## src/rtl/booth_bist_mult.sv

```systemverilog
// Sequential radix-2 Booth signed multiplier with an LFSR/MISR built-in self test.
// Optional macro BIST_SIG_OUT_EN exposes the live MISR value (signature) and a sig_valid strobe.
module booth_bist_mult #(
  parameter int                 WIDTH        = 4,
  parameter int                 NUM_PATTERNS = 15,
  parameter logic [2*WIDTH-1:0] LFSR_SEED    = 8'h01,
  parameter logic [2*WIDTH-1:0] LFSR_TAPS    = 8'hB8,
  parameter logic [2*WIDTH-1:0] MISR_TAPS    = 8'hB8,
  parameter logic [2*WIDTH-1:0] GOLDEN_SIG   = 8'h00
) (
  input  logic                 clk,
  input  logic                 rst_n,
  input  logic [WIDTH-1:0]     a,
  input  logic [WIDTH-1:0]     b,
  input  logic                 start,
  input  logic                 test,
  output logic [2*WIDTH-1:0]   product,
  output logic                 done,
  output logic                 busy,
  output logic                 pass,
  output logic                 fail
`ifdef BIST_SIG_OUT_EN
  ,
  output logic [2*WIDTH-1:0]   signature,
  output logic                 sig_valid
`endif
);

  localparam int P  = 2 * WIDTH;
  localparam int CW = $clog2(WIDTH + 1);
  localparam int PW = (NUM_PATTERNS < 2) ? 1 : $clog2(NUM_PATTERNS + 1);

  typedef enum logic [2:0] {
    IDLE   = 3'd0,
    MUL    = 3'd1,
    B_LOAD = 3'd2,
    B_MUL  = 3'd3,
    B_CMP  = 3'd4,
    B_HOLD = 3'd5
  } state_t;

  function automatic logic [P-1:0] galois_step(input logic [P-1:0] x, input logic [P-1:0] taps);
    return (x >> 1'b1) ^ (x[0] ? taps : {P{1'b0}});
  endfunction

  state_t            state_r, state_s;
  logic [WIDTH:0]    acc_r;
  logic [WIDTH-1:0]  q_r;
  logic [WIDTH-1:0]  m_r;
  logic              qm1_r;
  logic [CW-1:0]     cnt_r;
  logic [PW-1:0]     pcnt_r;
  logic [P-1:0]      lfsr_r;
  logic [P-1:0]      misr_r;
  logic [P-1:0]      product_r;
  logic              done_r;
  logic              busy_r;
  logic              pass_r;
  logic              fail_r;
  logic              sig_valid_r;

  logic [WIDTH:0]    m_ext_s;
  logic [WIDTH:0]    sum_s;
  logic [WIDTH:0]    acc_nxt_s;
  logic [WIDTH-1:0]  q_nxt_s;
  logic [P-1:0]      prod_s;
  logic              last_s;
  logic [PW-1:0]     pcnt_inc_s;

  // Booth step: one extra accumulator bit keeps the most-negative multiplicand exact.
  always_comb begin
    m_ext_s = {m_r[WIDTH-1], m_r};
    case ({q_r[0], qm1_r})
      2'b01:   sum_s = acc_r + m_ext_s;
      2'b10:   sum_s = acc_r - m_ext_s;
      default: sum_s = acc_r;
    endcase
    acc_nxt_s  = {sum_s[WIDTH], sum_s[WIDTH:1]};
    q_nxt_s    = {sum_s[0], q_r[WIDTH-1:1]};
    prod_s     = {acc_nxt_s[WIDTH-1:0], q_nxt_s};
    last_s     = (cnt_r == CW'(WIDTH - 1));
    pcnt_inc_s = pcnt_r + 1'b1;
  end

  // Next-state logic; dropping test aborts any BIST state back to IDLE.
  always_comb begin
    state_s = state_r;
    case (state_r)
      IDLE: begin
        if (test) begin
          state_s = B_LOAD;
        end else if (start) begin
          state_s = MUL;
        end else begin
          state_s = IDLE;
        end
      end
      MUL: begin
        if (last_s) state_s = IDLE;
        else        state_s = MUL;
      end
      B_LOAD: begin
        if (!test) state_s = IDLE;
        else       state_s = B_MUL;
      end
      B_MUL: begin
        if (!test) begin
          state_s = IDLE;
        end else if (last_s) begin
          if (pcnt_inc_s == PW'(NUM_PATTERNS)) state_s = B_CMP;
          else                                  state_s = B_LOAD;
        end else begin
          state_s = B_MUL;
        end
      end
      B_CMP: begin
        if (!test) state_s = IDLE;
        else       state_s = B_HOLD;
      end
      B_HOLD: begin
        if (!test) state_s = IDLE;
        else       state_s = B_HOLD;
      end
      default: state_s = IDLE;
    endcase
  end

  // State register.
  always_ff @(posedge clk or negedge rst_n) begin
    if (!rst_n) state_r <= IDLE;
    else        state_r <= state_s;
  end

  // Datapath, BIST compaction and registered outputs.
  always_ff @(posedge clk or negedge rst_n) begin
    if (!rst_n) begin
      acc_r       <= '0;
      q_r         <= '0;
      m_r         <= '0;
      qm1_r       <= 1'b0;
      cnt_r       <= '0;
      pcnt_r      <= '0;
      lfsr_r      <= LFSR_SEED;
      misr_r      <= '0;
      product_r   <= '0;
      done_r      <= 1'b0;
      busy_r      <= 1'b0;
      pass_r      <= 1'b0;
      fail_r      <= 1'b0;
      sig_valid_r <= 1'b0;
    end else begin
      done_r      <= 1'b0;
      sig_valid_r <= (state_s == B_CMP);
      case (state_r)
        IDLE: begin
          if (test) begin
            lfsr_r <= LFSR_SEED;
            misr_r <= '0;
            pcnt_r <= '0;
            pass_r <= 1'b0;
            fail_r <= 1'b0;
            busy_r <= 1'b1;
          end else if (start) begin
            m_r    <= a;
            q_r    <= b;
            acc_r  <= '0;
            qm1_r  <= 1'b0;
            cnt_r  <= '0;
            busy_r <= 1'b1;
          end
        end
        MUL: begin
          acc_r <= acc_nxt_s;
          q_r   <= q_nxt_s;
          qm1_r <= q_r[0];
          cnt_r <= cnt_r + 1'b1;
          if (last_s) begin
            product_r <= prod_s;
            done_r    <= 1'b1;
            busy_r    <= 1'b0;
          end
        end
        B_LOAD: begin
          if (!test) begin
            busy_r <= 1'b0;
            pass_r <= 1'b0;
            fail_r <= 1'b0;
          end else begin
            m_r   <= lfsr_r[P-1:WIDTH];
            q_r   <= lfsr_r[WIDTH-1:0];
            acc_r <= '0;
            qm1_r <= 1'b0;
            cnt_r <= '0;
          end
        end
        B_MUL: begin
          if (!test) begin
            busy_r <= 1'b0;
            pass_r <= 1'b0;
            fail_r <= 1'b0;
          end else begin
            acc_r <= acc_nxt_s;
            q_r   <= q_nxt_s;
            qm1_r <= q_r[0];
            cnt_r <= cnt_r + 1'b1;
            if (last_s) begin
              product_r <= prod_s;
              done_r    <= 1'b1;
              misr_r    <= galois_step(misr_r, MISR_TAPS) ^ prod_s;
              lfsr_r    <= galois_step(lfsr_r, LFSR_TAPS);
              pcnt_r    <= pcnt_inc_s;
            end
          end
        end
        B_CMP: begin
          busy_r <= 1'b0;
          if (!test) begin
            pass_r <= 1'b0;
            fail_r <= 1'b0;
          end else begin
            pass_r <= (misr_r == GOLDEN_SIG);
            fail_r <= (misr_r != GOLDEN_SIG);
          end
        end
        B_HOLD: begin
          busy_r <= 1'b0;
        end
        default: begin
          busy_r <= 1'b0;
        end
      endcase
    end
  end

  assign product = product_r;
  assign done    = done_r;
  assign busy    = busy_r;
  assign pass    = pass_r;
  assign fail    = fail_r;

`ifdef BIST_SIG_OUT_EN
  assign signature = misr_r;
  assign sig_valid = sig_valid_r;
`endif

endmodule

```

## config.mk

```make
export PLATFORM = sky130hd
export DESIGN_NAME = booth_bist_mult
export DESIGN_NICKNAME = d
export VERILOG_FILES = /design/src/rtl/booth_bist_mult.sv
export SDC_FILE = /design/constraint.sdc
export NUM_CORES = 1
export LEC_CHECK = 0
export CORE_MARGIN = 2
export CORE_UTILIZATION = 52
export DETAILED_ROUTE_END_ITERATION = 12
export GPL_TIMING_DRIVEN = 0
export PLACE_DENSITY = 0.77
export REMOVE_ABC_BUFFERS = 1
export SLEW_MARGIN = 20
export SYNTH_ARGS = -nofsm -noshare
export SYNTH_HDL_FRONTEND = slang
export SYNTH_SLANG_ARGS = --single-unit
```

## constraint.sdc

```tcl
create_clock -name clk -period 2.3 [get_ports clk]
set_input_delay 0.46 -clock clk [delete_from_list [all_inputs] [get_ports clk]]
set_output_delay 0.46 -clock clk [all_outputs]
set_load 0.02 [all_outputs]
```

After elaboration in Yosys (flattened, before gate mapping). Cells that the tools add are included.

Add/sub/neg operators: 4. Reduce and logical (&&, ||, !) cells: 16. Bitwise operators: 3. Eq/ne operators: 18. Multiplexer cells: 63.

Operators by type and width (count): 8-bit 2-to-1 mux (10); 8-bit case mux with 2 select lines (3); 4-bit 2-to-1 mux (10); 3-bit 2-to-1 mux (8); 5-bit 2-to-1 mux (4); 5-bit case mux with 4 select lines (1); 2-bit != test, second input constant (8); 4-bit case mux with 2 select lines (2); 4-bit case mux with 4 select lines (1); 7-bit by 8-bit bitwise XOR with 8-bit output (2); 3-bit case mux with 5 select lines (1); 1-bit 2-to-1 mux (14); 3-bit case mux with 4 select lines (1); 5-bit case mux with 2 select lines (1); 3-bit by 2-bit == test with 1-bit output, second input constant (3); 1-bit case mux with 3 select lines (3); 8-bit logical NOT (1); 4-bit AND reduction (2); 8-bit nonzero test (1); 8-bit bitwise XOR (1); 3-bit == test, second input constant (2); 3-bit AND reduction (2); 2-bit nonzero test (3); 5-bit adder (1); 17 further kinds (19).

Input port bits: 12. Register bits: 52.

Longest topological paths before layout. Gate-level depths: netlist of run 1.

Depth in word-level cells: 6. Depth in mapped cells: 10. Gate-level depth less buffers: 10.

Worst setup path after synthesis of run 1. OpenSTA, ideal clock, no wires.

Path kind: register -> register. From: reg qm1_r. To: reg misr_r[6]. Clock period less this slack: 2538 ps. Data arrival time: 2417 ps. Stages on the path, launching flop included: 11. Library setup time: 122 ps. Buffers on the path: 0. Setup slack: -238 ps. Path through: dfrtp_1 inv_1 ha_1 mux2_2 inv_1 ha_1 nor2b_2 o21ai_1 mux2_4 or3_1 a32o_1.

Word-level cells in the longest chain between the ends: 6. Elaborated cells on any way between the ends: 7.

RTL lines: start: declaration (RTL line 50) `logic qm1_r;`; start signal: assignment (RTL line 175) `qm1_r <= q_r[0];`; start signal: assignment (RTL line 204) `qm1_r <= q_r[0];`; 2-bit == test or 2-bit by 1-bit == test with 1-bit output (tied branches) (RTL line 73) `case ({q_r[0], qm1_r})`; 5-bit case mux with 2 select lines (*) (RTL line 73); 8-bit bitwise XOR (*) (RTL line 209) `misr_r <= galois_step(misr_r, MISR_TAPS) ^ prod_s;`; 8-bit 2-to-1 mux (*) (RTL line 206) `if (last_s) begin`; 8-bit 2-to-1 mux (*) (RTL line 197) `if (!test) begin`; 8-bit case mux with 2 select lines (*) (RTL line 154) `case (state_r)`; end signal: assignment (RTL line 209); end: declaration (RTL line 54) `logic [P-1:0] misr_r;`.

Every way passes the cells marked *; elsewhere a longest branch is shown, timed or not. The select of a mux whose other input is x is not followed. A chain may end at the register's enable or synchronous reset.

Final worst setup path of run 1.
From: reg m_r[1]. To: reg misr_r[6].

Word-level cells in the longest chain between the ends: 6. Elaborated cells on any way between the ends: 7.

RTL lines: start: declaration (RTL line 49) `logic [WIDTH-1:0] m_r;`; start signal: assignment (RTL line 189) `m_r <= lfsr_r[P-1:WIDTH];`; 5-bit subtractor or 5-bit adder (tied branches) (RTL line 75, 74); 5-bit case mux with 2 select lines (*) (RTL line 73); 8-bit bitwise XOR (*) (RTL line 209); 8-bit 2-to-1 mux (*) (RTL line 206); 8-bit 2-to-1 mux (*) (RTL line 197); 8-bit case mux with 2 select lines (*) (RTL line 154).

Marked as above.

==> flow_metrics.py, run 1 <==
metrics = {
    "sta": {
        "setup_ws_ns": -0.168,
        "max_freq_ghz": 0.405,
        "clock_skew_ns": 0.00820,
        "min_period_ns": 2.47,
        "finalHoldViolations": 0,
        "post-route-period-util_pct": 107,
        "tightest_slew_ns": 0.663,
        "setup_violations": 2,
        "rsz0062_at_grt": "true",
        "slew_headroom_pct": 55.8,
        "slew_viol_final": 0,
    },
    "clock_network": {
        "clock-sinks": 51,
        "htreeDepth": 2,
        "cts_tree": "yes",
        "root_buffer": "clkbuf_8",
        "holdBufCountCts": 0,
        "clock_latency_ns": 0.30,
        "clk_path_buf_depth": 2,
        "clkSlewWorstSetupHoldPaths_ns": 0.09,
        "numCtsBuffers": 5,
    },
    "synthesis": {
        "synth_top_family_by_area": "compound AO/OA/AOI/OAI gates",
        "synth_top_area_share_pct": 44.8,
        "synth_area_leaders": "dfrtp_1, nand2_1, ha_1, xnor2_1, o21ai_0",
        "ys_ff_latch": 51,
        "synth.largest_area_cell": "dfrtp_1",
        "synthFlopType": "dfrtp_1",
        "syn_area_um2": 2790,
        "synth_xor_area_share_pct": 5.33,
        "synth_mux_area_share_pct": 4.71,
        "synth_compound_gate_area_share_pct": 17.8,
        "synth-simple-area-share_pct": 16.1,
        "netlist-cell-type-count": 49,
        "yosys_warnings": 0,
        "seq_area_frac_synth_pct": 45.8,
        "synth_edf_count": 0,
        "async_reset_ff_share_pct": 100,
        "avgSynthCellArea_um2": 9.40,
        "synth_adder_area_share_pct": 5.20,
        "synthCells": 297,
    },
    "status": {
        "status": "complete, but fails checks",
        "failed_checks": "negative setup slack",
    },
    "final_layout": {
        "drive_gt1_share_pct": 12.7,
        "syn_to_final_growth_pct": 16.5,
        "fin_nets": 338,
        "num_antenna_cells": 0,
        "nFillCells": 454,
    },
    "floorplan": {
        "dieWidth_um": 77.3,
        "die_y_um": 77.3,
        "die_area_um2": 5970,
        "rows": 26,
        "ios": 24,
        "coreArea_um2": 5140,
        "initial_utilization_pct": 54.3,
    },
    "routing": {
        "drc_errors": 0,
        "drt_pre_antenna_iters": 4,
        "route.met3.wl_um": 196,
        "num_vias": 2144,
        "routed_wl_um": 5770,
        "wl_met1_um": 2670,
        "via_per_inst": 5.55,
        "drtIter0Drc": 92,
        "ant_nets": 0,
        "drt-wirelength-per-cell_um": 14.9,
        "highest_layer": "met4",
        "routed-wl-met2_um": 2860,
    },
    "place": {
        "place_congestion": 0.850,
        "dp_slack_ns": -0.392,
        "portBuffers": 23,
        "dpl.hpwl_um": 3880,
    },
    "critical_path": {
        "arrival_ns": 2.67,
        "worst_setup_path_end_kind": "flop",
        "required_ns": 2.50,
        "crit_fanout": 3,
        "start_kind": "flop",
        "worstSetupPathType": "flop to flop",
    },
    "grt": {
        "antenna_found_initial": 0,
        "grt_usage_pct": 21.0,
        "overflow": 0,
        "grt_pass1_wl_um": 9990,
        "grt_pass1_vias": 2115,
        "grt_max_degree": 52,
    },
    "run": {
        "max_cap_violations": 0,
    },
    "power": {
        "leakagePower_nw": 1.40,
        "peakVddDrop_mv": 0.691,
        "power_mw": 4.58,
        "powerDensity_nw_per_um2": 1410,
    },
    "worst_hold_path": {
        "min_path_type": "input pin to asynchronous set/reset pin",
    },
}
[per-stage QoR]
stage | utilization, % | area (µm²) | setup TNS [ns] | std cells | hold WS (ns)
4_1_cts | 62.5 | 3210 | -0.695 | 385 | 0.203
5_1_grt | 63.3 | 3250 | -0.727 | 386 | 0.231
6_report | 63.3 | 3250 | -0.210 | 386 | 0.161
3_3_place_gp | 58.8 | 3020 | -44.61 | 373 | 0.462
2_1_floorplan | - | 2700 | -0.658 | 280 | 0.164
3_5_place_dp | 59.0 | 3030 | -2.49 | 374 | 0.473
[layout by cell type, fill, tap and decap left out, types with 3 or more instances in the layout]
cell type        instances
a221oi_1                 4
nand2b_1                 3
clkdlybuf4s50_1         22
mux2i_1                  5
o21ai_1                 11
a21oi_1                 14
o21ai_0                 21
dfrtp_1                 49
xor2_1                   3
ha_1                     8
nand2_1                 40
xnor2_1                 14
o31ai_1                  4
mux2_2                   4
a22o_1                   5
clkbuf_8                 5
nand3_1                  4
nor3b_1                  3
a22oi_1                  3
nor2_1                  26
buf_4                    5
inv_1                   12
[report_power, final]
| group | internal (mW) | switching [mW] | leakage (nW) |
|---|---|---|---|
| Clock | 0.326 | 0.293 | 0.0524 |
| Sequential | 1.18 | 0.287 | 0.669 |
| Combinational | 1.17 | 1.33 | 0.680 |
| Total | 2.67 | 1.91 | 1.40 |
[critical path, cell delays in order, from the launching register on]
cell     delay (ns)
dfrtp_1        0.36
inv_1          0.05
ha_1           0.27
mux2_4         0.29
inv_2          0.07
ha_4           0.19
nor2b_4        0.12
o21ai_2        0.12
mux2_4         0.33
or3_1          0.30
a32o_1         0.26
[logic make-up (layout without fill, tap and decap cells)]
group                    count (synthesis)  in the layout
buffers and inverters                   31             50
AND/OR/NAND/NOR                         95             95
flip-flops                              51             51
multiplexers                            12             12
adder cells (fa/ha/maj)                 11             11
AO/OA/AOI/OAI                           80             80
XOR/XNOR                                17             17
[final cells by class]
class | instances | area [µm²] | share of cell area (%)
clock inverter | 1 | 30.0 | 0.923
sequential | 51 | 1280 | 39.3
inverter | 14 | 52.6 | 1.62
timing repair buffer | 28 | 269 | 8.27
multi-input combinational | 215 | 1460 | 44.8
tap | 70 | 87.6 | 2.69
clock buffer | 7 | 76.3 | 2.35
[synth_stat cells, drive strengths merged (2+ instances only)]
library cell	n
nand2b	4
nor4	2
nand3	4
nor2	26
buf	12
a221oi	4
o21ai	33
a31oi	2
nor3	5
nand2	41
clkbuf	5
nor3b	3
a21oi	16
or3	3
o31ai	4
mux2i	6
a22o	5
xnor2	14
inv	14
a32o	2
ha	10
a21o	2
xor2	3
mux2	6
a21boi	3
a22oi	4
nor2b	3
dfrtp	50
[what timing repair did]
| item | CTS | global route |
|---|---|---|
| gates cloned | 0 | 0 |
| buffers inserted | 3 | 1 |
| pin swaps | 6 | 7 |
| resized for setup | 11 | 8 |
| endpoints found under the setup margin | 11 | 8 |
[worst paths after layout]
| path | from | end | slack, ns | cells after the start |
|---|---|---|---|---|
| worst max-delay path | m_r[1] | misr_r[6] | -0.17 | 10 |
| worst min-delay path | rst_n | m_r[3] | 0.16 | 1 |
| worst max register to register | m_r[1] | misr_r[6] | -0.17 | 10 |
| worst min register to register | cnt_r[1] | cnt_r[1] | 0.50 | 2 |
| max in group asynchronous | rst_n | state_r[0] | 1.69 | 1 |
| min in group clk | cnt_r[1] | cnt_r[1] | 0.50 | 2 |
[flip-flops by register name, summed over array words and instances, names as in the netlist, 3 cells and up]
signal	count
acc_r	4
misr_r	8
pcnt_r	4
state_r	3
m_r	4
q_r	4
lfsr_r	8
cnt_r	3
product	8
[routing by layer]
metal / GRT usage [%] / up-vias
met2: 34.3 / 37
met1: 28.2 / 1041
met4: 5.71 / 0
li1: - / 1062
met5: 0 / -
met3: 4.59 / 4
Power figures use the tool's default switching activity.
==> inputs of run 2 (changes only) <==
Settings changed: PLACE_DENSITY 0.77 to 0.87.
==> run 2 against run 1 <==
- the flow still finishes with violations (negative setup slack)
- worst setup slack worse by 0.088 ns
- critical path depth stayed put
- via count rose by 6.9%
- fmax decreased by 3.4%
- non-clock buffer count is 4 higher
- design area rose by 2.3%
- global-route usage up 2.2 points
- final cell count grew 1.0%
==> flow_metrics.py, run 2 (synthesis results as in run 1) <==
metrics = {
    "status": {
        "status": "complete, but fails checks",
        "failed_checks": "negative setup slack",
    },
    "floorplan": {
        "die_area_um2": 5970,
        "die_y_um": 77.3,
        "dieWidth_um": 77.3,
        "ios": 24,
        "initial_utilization_pct": 54.3,
        "coreArea_um2": 5140,
        "rows": 26,
    },
    "place": {
        "portBuffers": 23,
        "dpl.hpwl_um": 4170,
        "dpl_cell_area_um2": 3040,
        "dp_slack_ns": -0.427,
        "place_inst": 374,
        "place_congestion": 0.917,
    },
    "power": {
        "power_mw": 4.91,
        "leakagePower_nw": 1.42,
        "powerDensity_nw_per_um2": 1470,
        "peakVddDrop_mv": 0.801,
    },
    "critical_path": {
        "slowest_stage": "dfrtp_1",
        "crit_start": "m_r[1]",
        "worst_setup_path_end_kind": "flop",
        "crit_fanout": 2,
        "cp_num_buf_inv": 2,
        "max_stage_delay_ns": 0.41,
        "reg2reg_from": "m_r[1]",
        "required_ns": 2.52,
        "start_kind": "flop",
        "worstPathCellList": "inv_2 > ha_4 > mux2_4 > inv_2 > ha_4 > nor2b_4 > o21ai_2 > mux2_4 > or3_1 > a32o_1",
        "worstSetupPathType": "flop to flop",
        "cpLargestDelayFamily": "multiplexers",
        "arrival_ns": 2.77,
    },
    "final_layout": {
        "fin_area_um2": 3330,
        "fin_nets": 342,
        "syn_to_final_growth_pct": 19.3,
        "mostFrequentLayoutCells": "dfrtp_1, nand2_1, nor2_1",
        "fin_cells": 390,
        "fin_util_pct": 64.8,
        "num_antenna_cells": 0,
        "final_common_cell": "dfrtp_1",
        "drive_gt1_share_pct": 17.8,
    },
    "clock_network": {
        "clock-sinks": 51,
        "clkSlewWorstSetupHoldPaths_ns": 0.09,
        "cts_tree": "yes",
        "htreeDepth": 2,
        "numCtsBuffers": 5,
        "clock_latency_ns": 0.32,
        "clk_path_buf_depth": 2,
        "root_buffer": "clkbuf_8",
    },
    "grt": {
        "overflow": 0,
        "grt_pass1_vias": 2291,
        "grt_max_degree": 34,
        "antenna_found_initial": 0,
        "grt_usage_pct": 23.1,
        "grt_pass1_wl_um": 11000,
    },
    "sta": {
        "setup_ws_ns": -0.256,
        "hold-worst-slack_ns": 0.0840,
        "post-route-period-util_pct": 111,
        "slew_headroom_pct": 54.5,
        "tightest_slew_ns": 0.682,
        "rsz0062_at_grt": "true",
        "slew_viol_final": 0,
        "finalHoldViolations": 0,
        "min_period_ns": 2.56,
        "fin_setup_tns_ns": -0.456,
        "clock_skew_ns": 0.00921,
        "max_freq_ghz": 0.391,
        "setup_violations": 7,
    },
    "worst_hold_path": {
        "min_path_type": "input pin to asynchronous set/reset pin",
    },
    "routing": {
        "drtIter0Drc": 186,
        "via_per_inst": 5.87,
        "ant_nets": 0,
        "drc_errors": 0,
        "num_vias": 2291,
        "drt_pre_antenna_iters": 4,
        "drt-wirelength-per-cell_um": 16.7,
        "routed_wl_um": 6530,
    },
    "run": {
        "max_cap_violations": 0,
    },
}
run 2: cell count changes in the layout (fill, tap and decap cells not counted), sizes merged:
| cell | delta |
|---|---|
| buf | +4 |
| bufinv | -1 |
| clkbuf | -1 |
| clkinv | +1 |
| clkinvlp | +1 |
run 2: metal layers:
metal	GRT usage (%)	up-vias	wire, µm
met5	0	-	0
met4	8.04	0	126
met3	5.53	12	267
met2	38.4	54	3330
met1	29.7	1152	2810
li1	-	1073	-
run 2: repair_timing:
action                                 CTS  global route
gates resized for setup                 20            14
buffers inserted                         5             3
endpoints found under the hold margin    0             0
setup endpoints to repair               13            11
hold buffers                             0             0
pin swaps                                9             7
run 2: worst paths after layout:
| path | end | slack [ns] | depth (start not counted) |
|---|---|---|---|
| max in group asynchronous | q_r[3] | 1.69 | 2 |
| max reg2reg | misr_r[6] | -0.26 | 10 |
| min | pcnt_r[2] | 0.08 | 1 |
| min in group clk | cnt_r[1] | 0.49 | 2 |
| max | misr_r[6] | -0.26 | 10 |
| min reg2reg | cnt_r[1] | 0.49 | 2 |
run 2: final cells by class:
class                      instances  area, µm²
timing repair buffer              32        305
fill                             423       1810
clock buffer                       6       72.6
clock inverter                     2       12.5
multi-input combinational        215       1520
tap                               70       87.6
inverter                          14       52.6
sequential                        51       1280
run 2: power breakdown:
group / leakage, nW / switching, mW / internal (mW) / total [mW]
registers: 0.669 / 0.294 / 1.18 / 1.47
logic: 0.712 / 1.58 / 1.34 / 2.92
clock network: 0.0412 / 0.301 / 0.213 / 0.514
